===== config.mk =====
export PLATFORM = sky130hd
export DESIGN_NAME = addint_arbiter_flat
export DESIGN_NICKNAME = d
export VERILOG_FILES = /design/src/rtl/addint_arbiter_if.sv /design/src/rtl/addint_arbiter.sv /design/src/flat_wrapper.sv
export SDC_FILE = /design/constraint.sdc
export NUM_CORES = 1
export LEC_CHECK = 0
export ABC_AREA = 1
export BUFFER_PORTS_ARGS = -buffer_cell sky130_fd_sc_hd__buf_2
export CAP_MARGIN = 20
export CORE_AREA = 4 4 119 121
export CTS_CLUSTER_DIAMETER = 80
export CTS_CLUSTER_SIZE = 28
export DETAILED_ROUTE_END_ITERATION = 10
export DIE_AREA = 0 0 123 125
export PLACE_DENSITY = 0.81
export SYNTH_ARGS = -nofsm -noshare
export SYNTH_HDL_FRONTEND = slang
export SYNTH_SLANG_ARGS = --single-unit
export TNS_END_PERCENT = 20

===== constraint.sdc =====
create_clock -name clk -period 6.25 [get_ports clk]
set_clock_uncertainty 0.05 [all_clocks]
set_input_delay 0.9375 -clock clk [delete_from_list [all_inputs] [get_ports clk]]
set_output_delay 0.9375 -clock clk [all_outputs]
set_load 0.05 [all_outputs]

===== src/rtl/addint_arbiter_if.sv =====
// Requester and result handshake bundle for the shared adder arbiter.
// master drives operations and consumes results; slave is the arbiter.
interface addint_arbiter_if #(
  parameter int WIDTH = 32,
  parameter int NREQ  = 4
);
  localparam int IDW = $clog2(NREQ);

  logic [NREQ-1:0]       req_valid;
  logic [NREQ-1:0]       req_ready;
  logic [NREQ-1:0]       req_sub;
  logic [NREQ*WIDTH-1:0] req_x;
  logic [NREQ*WIDTH-1:0] req_y;
  logic                  out_valid;
  logic                  out_ready;
  logic [IDW-1:0]        out_id;
  logic [WIDTH-1:0]      out_result;
  logic                  out_cout;
  logic                  out_ovfl;

  modport master (
    output req_valid, req_sub, req_x, req_y, out_ready,
    input  req_ready, out_valid, out_id, out_result,
    input  out_cout, out_ovfl
  );

  modport slave (
    input  req_valid, req_sub, req_x, req_y, out_ready,
    output req_ready, out_valid, out_id, out_result,
    output out_cout, out_ovfl
  );
endinterface


===== src/rtl/addint_arbiter.sv =====
// Round-robin shared signed add/subtract unit with a
// one-entry tagged result register.
module addint_arbiter #(
  parameter int WIDTH = 32,
  parameter int NREQ  = 4
) (
  input logic         clk,
  input logic         rst,
  addint_arbiter_if.slave bus
);
  localparam int IDW = $clog2(NREQ);

  typedef enum logic {EMPTY, FULL} state_t;

  state_t           state_q;
  state_t           state_d;
  logic [IDW-1:0]   ptr;
  logic [IDW-1:0]   gid;
  logic             found;
  logic             avail;
  logic             fire;
  logic [WIDTH-1:0] xs;
  logic [WIDTH-1:0] ys;
  logic [WIDTH-1:0] ym;
  logic             ss;
  logic [WIDTH:0]   sum;
  logic             ovf;
  logic [IDW-1:0]   rid;
  logic [WIDTH-1:0] rres;
  logic             rcout;
  logic             rovfl;

  // first valid requester at or after ptr, wrapping
  always_comb begin
    found = 1'b0;
    gid   = '0;
    for (int k = 0; k < NREQ; k++) begin
      if (!found &&
          bus.req_valid[(int'(ptr) + k) % NREQ]) begin
        found = 1'b1;
        gid   = IDW'((int'(ptr) + k) % NREQ);
      end
    end
  end

  assign avail = (state_q == EMPTY) || bus.out_ready;
  assign fire  = found && avail && !rst;

  assign bus.req_ready =
    fire ? (NREQ'(1) << gid) : '0;

  assign xs = bus.req_x[int'(gid)*WIDTH +: WIDTH];
  assign ys = bus.req_y[int'(gid)*WIDTH +: WIDTH];
  assign ss = bus.req_sub[gid];
  assign ym = ys ^ {WIDTH{ss}};

  assign sum = {1'b0, xs} + {1'b0, ym}
             + {{WIDTH{1'b0}}, ss};

  // same-sign operands giving a different-sign sum
  assign ovf = (xs[WIDTH-1] == ym[WIDTH-1])
            && (sum[WIDTH-1] != xs[WIDTH-1]);

  always_ff @(posedge clk) begin
    if (rst) state_q <= EMPTY;
    else     state_q <= state_d;
  end

  always_comb begin
    state_d = state_q;
    unique case (state_q)
      EMPTY: if (fire) state_d = FULL;
      FULL: begin
        if (fire)               state_d = FULL;
        else if (bus.out_ready) state_d = EMPTY;
      end
      default: state_d = EMPTY;
    endcase
  end

  always_ff @(posedge clk) begin
    if (rst) begin
      ptr   <= '0;
      rid   <= '0;
      rres  <= '0;
      rcout <= 1'b0;
      rovfl <= 1'b0;
    end else if (fire) begin
      ptr   <= (gid == IDW'(NREQ-1)) ? '0 : gid + 1'b1;
      rid   <= gid;
      rres  <= sum[WIDTH-1:0];
      rcout <= sum[WIDTH] ^ ss;
      rovfl <= ovf;
    end
  end

  assign bus.out_valid  = (state_q == FULL);
  assign bus.out_id     = rid;
  assign bus.out_result = rres;
  assign bus.out_cout   = rcout;
  assign bus.out_ovfl   = rovfl;
endmodule


===== src/flat_wrapper.sv =====
// flat-port wrapper written by rule: the top's interface ports become plain ports
module addint_arbiter_flat 
#(
  parameter int WIDTH = 32,
  parameter int NREQ  = 4
)
  (clk, rst, bus_req_valid, bus_req_sub, bus_req_x, bus_req_y, bus_out_ready, bus_req_ready, bus_out_valid, bus_out_id, bus_out_result, bus_out_cout, bus_out_ovfl);
  addint_arbiter_if #(.WIDTH(WIDTH), .NREQ(NREQ)) bus_i ();
  input logic clk;
  input logic rst;
  input wire logic [$bits(bus_i.req_valid)-1:0] bus_req_valid;
  input wire logic [$bits(bus_i.req_sub)-1:0] bus_req_sub;
  input wire logic [$bits(bus_i.req_x)-1:0] bus_req_x;
  input wire logic [$bits(bus_i.req_y)-1:0] bus_req_y;
  input wire logic [$bits(bus_i.out_ready)-1:0] bus_out_ready;
  output wire logic [$bits(bus_i.req_ready)-1:0] bus_req_ready;
  output wire logic [$bits(bus_i.out_valid)-1:0] bus_out_valid;
  output wire logic [$bits(bus_i.out_id)-1:0] bus_out_id;
  output wire logic [$bits(bus_i.out_result)-1:0] bus_out_result;
  output wire logic [$bits(bus_i.out_cout)-1:0] bus_out_cout;
  output wire logic [$bits(bus_i.out_ovfl)-1:0] bus_out_ovfl;
  assign bus_i.req_valid = bus_req_valid;
  assign bus_i.req_sub = bus_req_sub;
  assign bus_i.req_x = bus_req_x;
  assign bus_i.req_y = bus_req_y;
  assign bus_i.out_ready = bus_out_ready;
  assign bus_req_ready = bus_i.req_ready;
  assign bus_out_valid = bus_i.out_valid;
  assign bus_out_id = bus_i.out_id;
  assign bus_out_result = bus_i.out_result;
  assign bus_out_cout = bus_i.out_cout;
  assign bus_out_ovfl = bus_i.out_ovfl;
  addint_arbiter #(.WIDTH(WIDTH), .NREQ(NREQ)) u_core (.clk(clk), .rst(rst), .bus(bus_i));
endmodule

Word-level counts from Yosys, hierarchy flattened
Cells that the tools add are included.
- flip-flop bits (word level): 39
- input bits: 267
- output and inout port bits: 41
- word-level logic and storage cells: 70
- add/sub/neg operators: 6
- magnitude comparators: 5
- equality and inequality tests: 3
- shift operators: 3
- multiplexer cells: 27
- bitwise operators: 6
- reductions and logical operators: 14
- operators by type and width (kind ; number):
    $shiftx A128 B8 Y32 ; 2
    $add A32 B32 Y33 ; 1
    $add A33 B1 Y33 ; 1
    $xor A32 B32 Y32 ; 1
    $mux W1 ; 15
    $lt A3 B4 Y1 const B ; 3
    $bmux W1 S2 ; 5
    $mux W2 ; 5
    $logic_and A1 B1 Y1 ; 6
    $lt A2 B3 Y1 const B ; 2
    $reduce_or A2 Y1 ; 3
    $add A2 B1 Y2 const B ; 2
    $add A2 B2 Y2 const B ; 2
    $logic_not A1 Y1 ; 4
    $mux W4 ; 1
    $shl A1 B2 Y4 const A ; 1
    $and A1 B1 Y1 const A ; 3
    $eq A2 B2 Y1 const B ; 1
    $pmux W1 S2 ; 1
    $eq A1 B1 Y1 ; 1
    $logic_or A1 B1 Y1 ; 1
    $ne A1 B1 Y1 ; 1
    $not A1 Y1 ; 1
    $xor A1 B1 Y1 ; 1

Logic depth before layout (Yosys ltp)
Gate-level depths: netlist (run 1).
- word-level depth: 21
- mapped depth: 31
- mapped depth without buffers: 30

Worst setup path before layout (run 1)
No wires, ideal clock.
- path kind: input port to flip-flop
- from: input port bus_req_valid[3]
- to: register u_core.rres[28] (netlist: u_core.bus.out_result[28])
- setup time: 0.109 ns
- arrival: 4.750 ns
- data required time: 6.091 ns
- slack: 1.341 ns
- stages: 29
- buffers on the path: 2
- path through: inv_1 nand2_2 nand3_1 nand2_2 inv_2 nand2_1 nand2_2 nand3_2 buf_2 inv_2 clkbuf_1 nand2_1 a32oi_1 xnor2_1 fa_1 nand3_1 nand2_1 a21oi_1 o21ai_1 a21boi_1 o21ai_1 a21boi_1 o21ai_1 a21oi_1 o21ai_0 a21oi_1 o21ai_1 nand2_1 inv_1
- longest elaborated chain between the ends: 17
- elaborated cells on any way between the ends: 34
- those cells by class: 2 x add/sub; 2 x shift; 21 x mux; 1 x bitwise; 8 x reduce/logical
- RTL lines (element ; RTL line ; RTL):
    start, declared ; flat_wrapper.sv:11 ; input wire logic [$bits(bus_i.req_valid)-1:0] bus_req_valid;
    branches (longest 17 deep; another with $bmux W1 S2) ; -- ;
    end signal, assigned ; addint_arbiter.sv:91 ; rres <= sum[WIDTH-1:0];
    end, declared ; addint_arbiter.sv:29 ; logic [WIDTH-1:0] rres;
Parallel ways; which one is timed is not known. The select of a mux whose other input is x is not followed.
A chain may end at the register's enable or synchronous reset.

Worst setup path in the final report (run 1)
- from: register u_core.ptr[0]
- to: register u_core.rres[28] (netlist: u_core.bus.out_result[28])
- longest elaborated chain between the ends: 17
- elaborated cells on any way between the ends: 37
- those cells by class: 5 x add/sub; 2 x shift; 21 x mux; 1 x bitwise; 8 x reduce/logical
- RTL lines (element ; RTL line ; RTL):
    start, declared ; addint_arbiter.sv:17 ; logic [IDW-1:0] ptr;
    start signal, assigned ; addint_arbiter.sv:89 ; ptr <= (gid == IDW'(NREQ-1)) ? '0 : gid + 1'b1;
    branches (longest 17 deep; another with $add A2 B1 Y2) ; -- ;
Parallel ways; which one is timed is not known. The select of a mux whose other input is x is not followed.

==> results.md, run 1 <==
* Commonest non-fill, non-tap cell in the layout: buf_2
* Syn Inst Count at 985
* CTS sink count at 39
* Reg2Reg Setup Slack at 630 ps
* Placer Congestion at 0.975
* Violation count after the first detailed-routing iteration at 618
* Synth Register Bits at 39
* Fin crit share at 0.899
* Synth Area in Compound Gates at 0.283
* Count of standard-cell rows at 42
* Detailed Place HPWL at 18,800 um
* Routed WL at 22,800 um
* Nets@finish at 1,556
* Clk buf depth at 2
* Reg2reg path depth at 27
* Chip height at 125 um
* R2R Path End: u_core.bus.out_result[28]
* RR Startpoint: u_core.ptr[0]
* Tmin final at 5620 ps
* Clk_lat worst skew at 280 ps
* Slew Limit Fails at 0
* I/O Buffers at 307
* CTS root buffer: clkbuf_16
* First-pass GRT wire length at 35,500 um
* Max transition margin at 0.351
* Post-synthesis xor/xnor area fraction at 0.0802
* DRC violations left at 0
* WS Path Type: reg -> reg
* Routed vias/inst at 5.36
* Pre-antenna DRT Iters at 7
* Fill cell count at 1,364
* Core ar. at 13,100 um^2
* Final ANT Viol Nets at 0
* F_max at 178 MHz
* Antenna violations before repair at 3
* Worst slew pin tran at 968 ps
* WHS Endpoint: u_core.bus.out_ovfl
* Vias in the first global route at 7,134
* Synth area leaders: nand2_1 (17%), dfxtp_1 (14%), a21oi_1 (8.3%)
* Die area at 15,400 um^2
* Post-synth EDFFs at 0
* Final Hold Viols at 0
* Mux share of post-synthesis cell area at 0
* Adder-Cell Fraction of Synth Area at 0.0807
* Largest net degree at the start of global routing at 79
* GRT Total Usage at 0.281
* Synth warnings at 0
* Distinct cells, synth at 36
* Post-synthesis async set-or-reset flop share at 0
* Critical Path AT at 5750 ps
* Starting density of the core at 0.434
* # setup viols final at 0
* Worst min path class: reg -> reg
* CP Max Fanout at 37
* IO Pins at 308
* Synth Area in Simple Gates at 0.321
* Status: complete, no violations
* Most frequent cells in the layout: buf_2 (307), nand2_1 (256), nor2_1 (100)
* Leading area contributor after synthesis: nand2_1
* Num CTS Buffers at 5
* Sequential area share after synthesis at 0.138
* DR WL/cell at 15.9 um
* Critical path endpoint category: flop
* Largest family of logic cells by synthesized area: simple AND/OR/NAND/NOR gates
* Post-CTS Setup Inserts at 0
* Layout cells sized above 1 at 0.286
* CTS tree: yes
* Post-Syn Area at 5680 um^2
* Crit start category: flop
* Post-CTS Hold Fix Bufs at 0
* Die width at 123 um
* Setup TNS at 0 ps
* Vias at 7,678
* Worst-path clk slew at 60 ps
* CP required at 6380 ps
* Avg Inst Size Synth at 5.76 um^2
* Total congestion overflow at 0
* Synth Net Count at 1,288
* Most used DFF post-synth: dfxtp_1
* Area share of the largest cell type after synthesis at 0.170
* Hold depth at 2
* RSZ-0062 raised after global routing: false
* Worst Hold Launch: u_core.bus.out_ovfl
* Syn-to-layout area delta at 31.2%
* H-tree levels at 2
* Post-CTS sizing at 0
* Max-cap violation count at 0
per-stage QoR:
stage	hold WS, ps	instance area [um^2]	worst slack (ps)	std cells	utilization
2_1_floorplan	477	5680	1340	985	-
3_3_place_gp	399	7290	618	1422	0.557
3_5_place_dp	402	7290	449	1422	0.557
4_1_cts	411	7440	712	1430	0.569
5_1_grt	437	7450	174	1433	0.569
6_report	410	7450	629	1433	0.569
final cells by class:
class	count	area (um^2)	area share
diodes	3	7.51	0.00101
clock buffers	5	125	0.0168
clock inverters	3	20.0	0.00269
inverters	88	332	0.0445
multi-input cells	802	4350	0.584
flip-flops and latches	39	781	0.105
well taps	176	220	0.0296
repair buffers	317	1610	0.216
cell families after synthesis:
family	Yosys count
and+or+nand+nor	435
AOI/OAI and AO/OA	279
buffers and inverters	144
xor gates and xnor gates	52
DFF	39
adders and majority gates	36
metal layers:
metal	up-vias	track usage	part of all wire
li1	3869	-	-
met1	3425	0.386	0.43
met2	347	0.458	0.47
met3	37	0.0425	0.085
met4	0	0.0710	0.019
met5	-	0	0
worst max-delay path, stage by stage (launching register included):
cell,delay [ps]
dfxtp_1,610
inv_2,190
nand2_1,120
nand2_2,90
nand2_1,90
nand2_1,90
nor2_4,120
nand3_2,240
nand3_4,380
clkinv_2,450
a21oi_1,250
a32oi_1,80
xnor2_1,200
fa_1,470
nand3_1,80
nand2_1,80
a21oi_1,240
o21ai_1,140
a21boi_1,210
o21ai_1,120
a21boi_1,260
o21ai_1,160
a21oi_1,280
o21ai_0,160
a21oi_1,140
o21ai_1,90
nand2_1,60
inv_1,40
cell usage after synthesis (7+ instances only):
| library cell | n |
|---|---|
| nand3_2 | 8 |
| inv_1 | 81 |
| xor2_1 | 12 |
| dfxtp_1 | 39 |
| clkbuf_1 | 40 |
| buf_1 | 8 |
| buf_2 | 7 |
| nor2_1 | 100 |
| a21oi_1 | 94 |
| o22ai_1 | 30 |
| xnor2_1 | 40 |
| nand3_1 | 35 |
| o21ai_0 | 91 |
| o21ai_1 | 12 |
| nand4_1 | 12 |
| ha_1 | 35 |
| nand2_2 | 13 |
| nand2_1 | 257 |
| a32oi_1 | 32 |
flip-flops by register name, summed over array words and instances, names as in the netlist:
name / cells
u_core.bus.out_result: 32
u_core.bus.out_id: 2
u_core.ptr: 2
u_core.bus.out_cout: 1
u_core.bus.out_ovfl: 1
u_core.bus.out_valid: 1
worst max path at each step:
| stage | startpoint | to | slack (ps) | cells past startpoint |
|---|---|---|---|---|
| after CTS | bus_req_valid[3] | u_core.bus.out_result[28] | 710 | 27 |
| final | u_core.ptr[0] | u_core.bus.out_result[28] | 630 | 27 |
| after detailed placement | bus_req_valid[3] | u_core.bus.out_result[28] | 450 | 27 |
| after global routing | u_core.ptr[0] | u_core.bus.out_result[28] | 170 | 27 |
| after floorplan | bus_req_valid[3] | u_core.bus.out_result[28] | 1340 | 29 |
| after global placement | bus_req_valid[3] | u_core.bus.out_result[28] | 620 | 27 |
Power of run 1 is left out: the tool's default activity adds up to more than one toggle a clock period on the data nets, which glitch-free logic cannot reach.
==> inputs of run 2 (changes only) <==
--- a/config.mk
+++ b/config.mk
@@ -5,7 +5,6 @@
 export SDC_FILE = /design/constraint.sdc
 export NUM_CORES = 1
 export LEC_CHECK = 0
-export ABC_AREA = 1
 export BUFFER_PORTS_ARGS = -buffer_cell sky130_fd_sc_hd__buf_2
 export CAP_MARGIN = 20
 export CORE_AREA = 4 4 119 121
@@ -13,7 +12,7 @@
 export CTS_CLUSTER_SIZE = 28
 export DETAILED_ROUTE_END_ITERATION = 10
 export DIE_AREA = 0 0 123 125
-export PLACE_DENSITY = 0.81
+export PLACE_DENSITY = 0.8
 export SYNTH_ARGS = -nofsm -noshare
 export SYNTH_HDL_FRONTEND = slang
 export SYNTH_SLANG_ARGS = --single-unit
==> run 2 against run 1 <==
Against the previous run: non-clock buffer count is 3 higher; via count is 4.9% lower; sequential cell count did not move; highest routed layer unchanged; clock-buffer cell count up 1; die area unchanged; register-to-register slack better by 720 ps; fmax rose by 6.1%; worst hold slack got worse by 7.4 ps; critical path depth down 6; critical path type is now in -> reg; wire length is 5.2% lower; critical endpoint is now u_core.bus.out_ovfl.
==> results.md, run 2 <==
* Status: complete, no violations
* Post-synthesis async set-or-reset flop share at 0 (unchanged)
* Violation count after the first detailed-routing iteration at 554 (-10%)
* Fill cell count at 1,354 (-0.73%)
* Synth Register Bits at 39 (unchanged)
* Max-cap violation count at 0 (unchanged)
* Power Dens Cells at 487 nW/um^2
* Commonest non-fill, non-tap cell in the layout: nand2_1
* Vias in the first global route at 6,470 (-9.3%)
* CTS tree: yes
* Worst min path class: reg -> reg
* Clk_lat worst skew at 280 ps (about the same)
* Worst-path clk slew at 60 ps (about the same)
* Synth area leaders: nand2_1 (21%), dfxtp_1 (14%), ha_1 (7.9%)
* Leak at 0.00394 uW
* Post-route insts no fill at 1,358 (-5.2%)
* Detailed Place HPWL at 17,900 um (-4.9%)
* Avg Inst Size Synth at 6.08 um^2 (+5.4%)
* Commonest cells in the netlist: nand2_1 (309), nand3_1 (77), o21ai_0 (63)
* Total congestion overflow at 0 (unchanged)
* Fin crit share at 0.847 (-0.0520)
* Power Internal at 1600 uW
* DRC violations left at 0 (unchanged)
* Total power draw at 3610 uW
* WS Path Type: in -> reg
* Synth Net Count at 1,219 (-5.4%)
* Placer Congestion at 0.965 (-0.98%)
* Most frequent cells in the layout: nand2_1 (308), buf_2 (307), nand3_1 (77)
* IO Pins at 308 (unchanged)
* Worst VDD drop at 0.188 mV
* Crit start category: input port
* Placed insts at 1,346 (-5.3%)
* CTS sink count at 39 (unchanged)
* Combinational share of power at 0.808
* DR WL/cell at 15.9 um (about the same)
* Clk buf depth at 2 (unchanged)
* Final ANT Viol Nets at 0 (unchanged)
* Count of standard-cell rows at 42 (unchanged)
* Layout cells sized above 1 at 0.293 (+0.00634)
* Core ar. at 13,100 um^2 (unchanged)
* Setup TNS at 0 ps (unchanged)
* Clock Power Share at 0.082
* Max transition margin at 0.502 (+0.151)
* Final Hold Viols at 0 (unchanged)
* Pre-antenna DRT Iters at 5 (-2)
* Chip height at 125 um (unchanged)
* Leading area contributor after synthesis: nand2_1
* Critical Path AT at 5390 ps (-360 ps)
* Part of the power in registers at 0.111
* Slew Limit Fails at 0 (unchanged)
* Post-CTS Hold Fix Bufs at 0 (unchanged)
* Post-synth EDFFs at 0 (unchanged)
* Distinct cells, synth at 60 (+67%)
* First-pass GRT wire length at 33,200 um (-6.6%)
* Post-CTS sizing at 0 (unchanged)
* Multi-input gate area in the final layout at 4480 um^2 (+3.1%)
* Starting density of the core at 0.425 (-0.00851)
* RSZ-0062 raised after global routing: false
* Tmin final at 5300 ps (-325 ps)
* Die width at 123 um (unchanged)
* Net switching power at 2010 uW
* Syn-to-layout area delta at 33.1%
* Storage cell area at 781 um^2 (unchanged)
* Synth warnings at 0 (unchanged)
* I/O Buffers at 307 (unchanged)
* Post-CTS Setup Inserts at 0 (unchanged)
* CP Max Fanout at 74 (+100%)
* Area share of the largest cell type after synthesis at 0.208 (+0.0385)
* Sw frac at 0.556
* F_max at 189 MHz (+6.1%)
* Syn Inst Count at 916 (-7.0%)
* Num CTS Buffers at 5 (unchanged)
* Antenna violations before repair at 3 (unchanged)
* Post-Syn Area at 5570 um^2 (-2.0%)
* Vias at 7,303 (-4.9%)
* CP required at 6340 ps (-40 ps)
* Critical path endpoint category: flop
* Routed WL at 21,600 um (-5.2%)
* Nets@finish at 1,481 (-4.8%)
* Worst slew pin tran at 747 ps (-221 ps)
* CTS root buffer: clkbuf_16
* H-tree levels at 2 (unchanged)
* Count leader, synth: nand2_1
* Routed vias/inst at 5.38 (+0.37%)
* Sequential area share after synthesis at 0.140 (+0.00275)
* Most used DFF post-synth: dfxtp_1
* # setup viols final at 0 (unchanged)
* Die area at 15,400 um^2 (unchanged)
* Largest net degree at the start of global routing at 75 (-5.1%)
* GRT Total Usage at 0.265 (-0.0157)
* Max reg flops at 32 (unchanged)
run 2: final timing paths:
kind | startpoint | endpoint | slack, ps | depth (start not counted)
max | bus_req_valid[0] | u_core.bus.out_ovfl | 950 | 21
max reg2reg | u_core.ptr[1] | u_core.bus.out_ovfl | 1350 | 20
min | u_core.bus.out_result[21] | u_core.bus.out_result[21] | 400 | 2
min reg2reg | u_core.bus.out_result[21] | u_core.bus.out_result[21] | 400 | 2
run 2: logic make-up (layout without fill, tap and decap cells):
| logic type | after synthesis | in the layout | synth area share |
|---|---|---|---|
| AND/OR/NAND/NOR | 487 | 487 | 0.386 |
| AO/OA/AOI/OAI | 213 | 213 | 0.244 |
| buffers and inverters | 84 | 347 | 0.0569 |
| XOR/XNOR | 53 | 53 | 0.0834 |
| flip-flops | 39 | 39 | 0.140 |
| adder cells (fa/ha/maj) | 36 | 36 | 0.0823 |
| multiplexers | 4 | 4 | 0.00719 |
| other | 0 | 3 | 0 |
run 2: layout make-up:
| cell class | count | area share |
|---|---|---|
| tap | 176 | 0.0297 |
| timing repair buffer | 320 | 0.225 |
| multi-input combinational | 793 | 0.605 |
| inverter | 19 | 0.00997 |
| clock inverter | 2 | 0.00473 |
| sequential | 39 | 0.105 |
| antenna | 3 | 0.00101 |
| clock buffer | 6 | 0.0187 |
run 2: through the flow:
step / cell area [um^2] / hold slack [ps] / setup slack (ps) / util
2_1_floorplan: 5570 / 432 / 1470 / -
3_3_place_gp: 7200 / 397 / 815 / 0.550
3_5_place_dp: 7200 / 398 / 703 / 0.550
4_1_cts: 7370 / 405 / 989 / 0.563
5_1_grt: 7410 / 434 / 532 / 0.566
6_report: 7410 / 403 / 954 / 0.566
run 2: per-layer routing:
layer	routed length, um	vias to the layer above	share of wire	global-route usage
met3	1790	29	0.083	0.0366
met4	402	0	0.019	0.0612
met5	0	-	0	0
met2	9680	301	0.45	0.402
met1	9770	3282	0.45	0.396
li1	-	3691	-	-
run 2: critical path, stage by stage:
cell	delay [ps]
buf_2	110
and2_4	170
o211ai_4	260
nand2_4	260
inv_4	500
buf_12	340
nand2_1	110
nand3_1	80
o21ai_0	190
xor2_1	210
ha_1	390
nand2_1	100
nand2_1	50
a21o_1	170
a21o_1	170
a21o_1	180
a41oi_1	240
o22ai_1	130
o31ai_1	480
xor2_1	210
o31ai_2	70
run 2: power groups by stage:
stage,Combinational [uW],Sequential (uW),Clock [uW]
after floorplan,1830,708,0
after global placement,2860,401,0
after detailed placement,2870,404,0
after CTS,2880,399,298
after global routing,3200,409,305
final,2920,400,295
No activity file was read; power rests on OpenSTA's default activity.
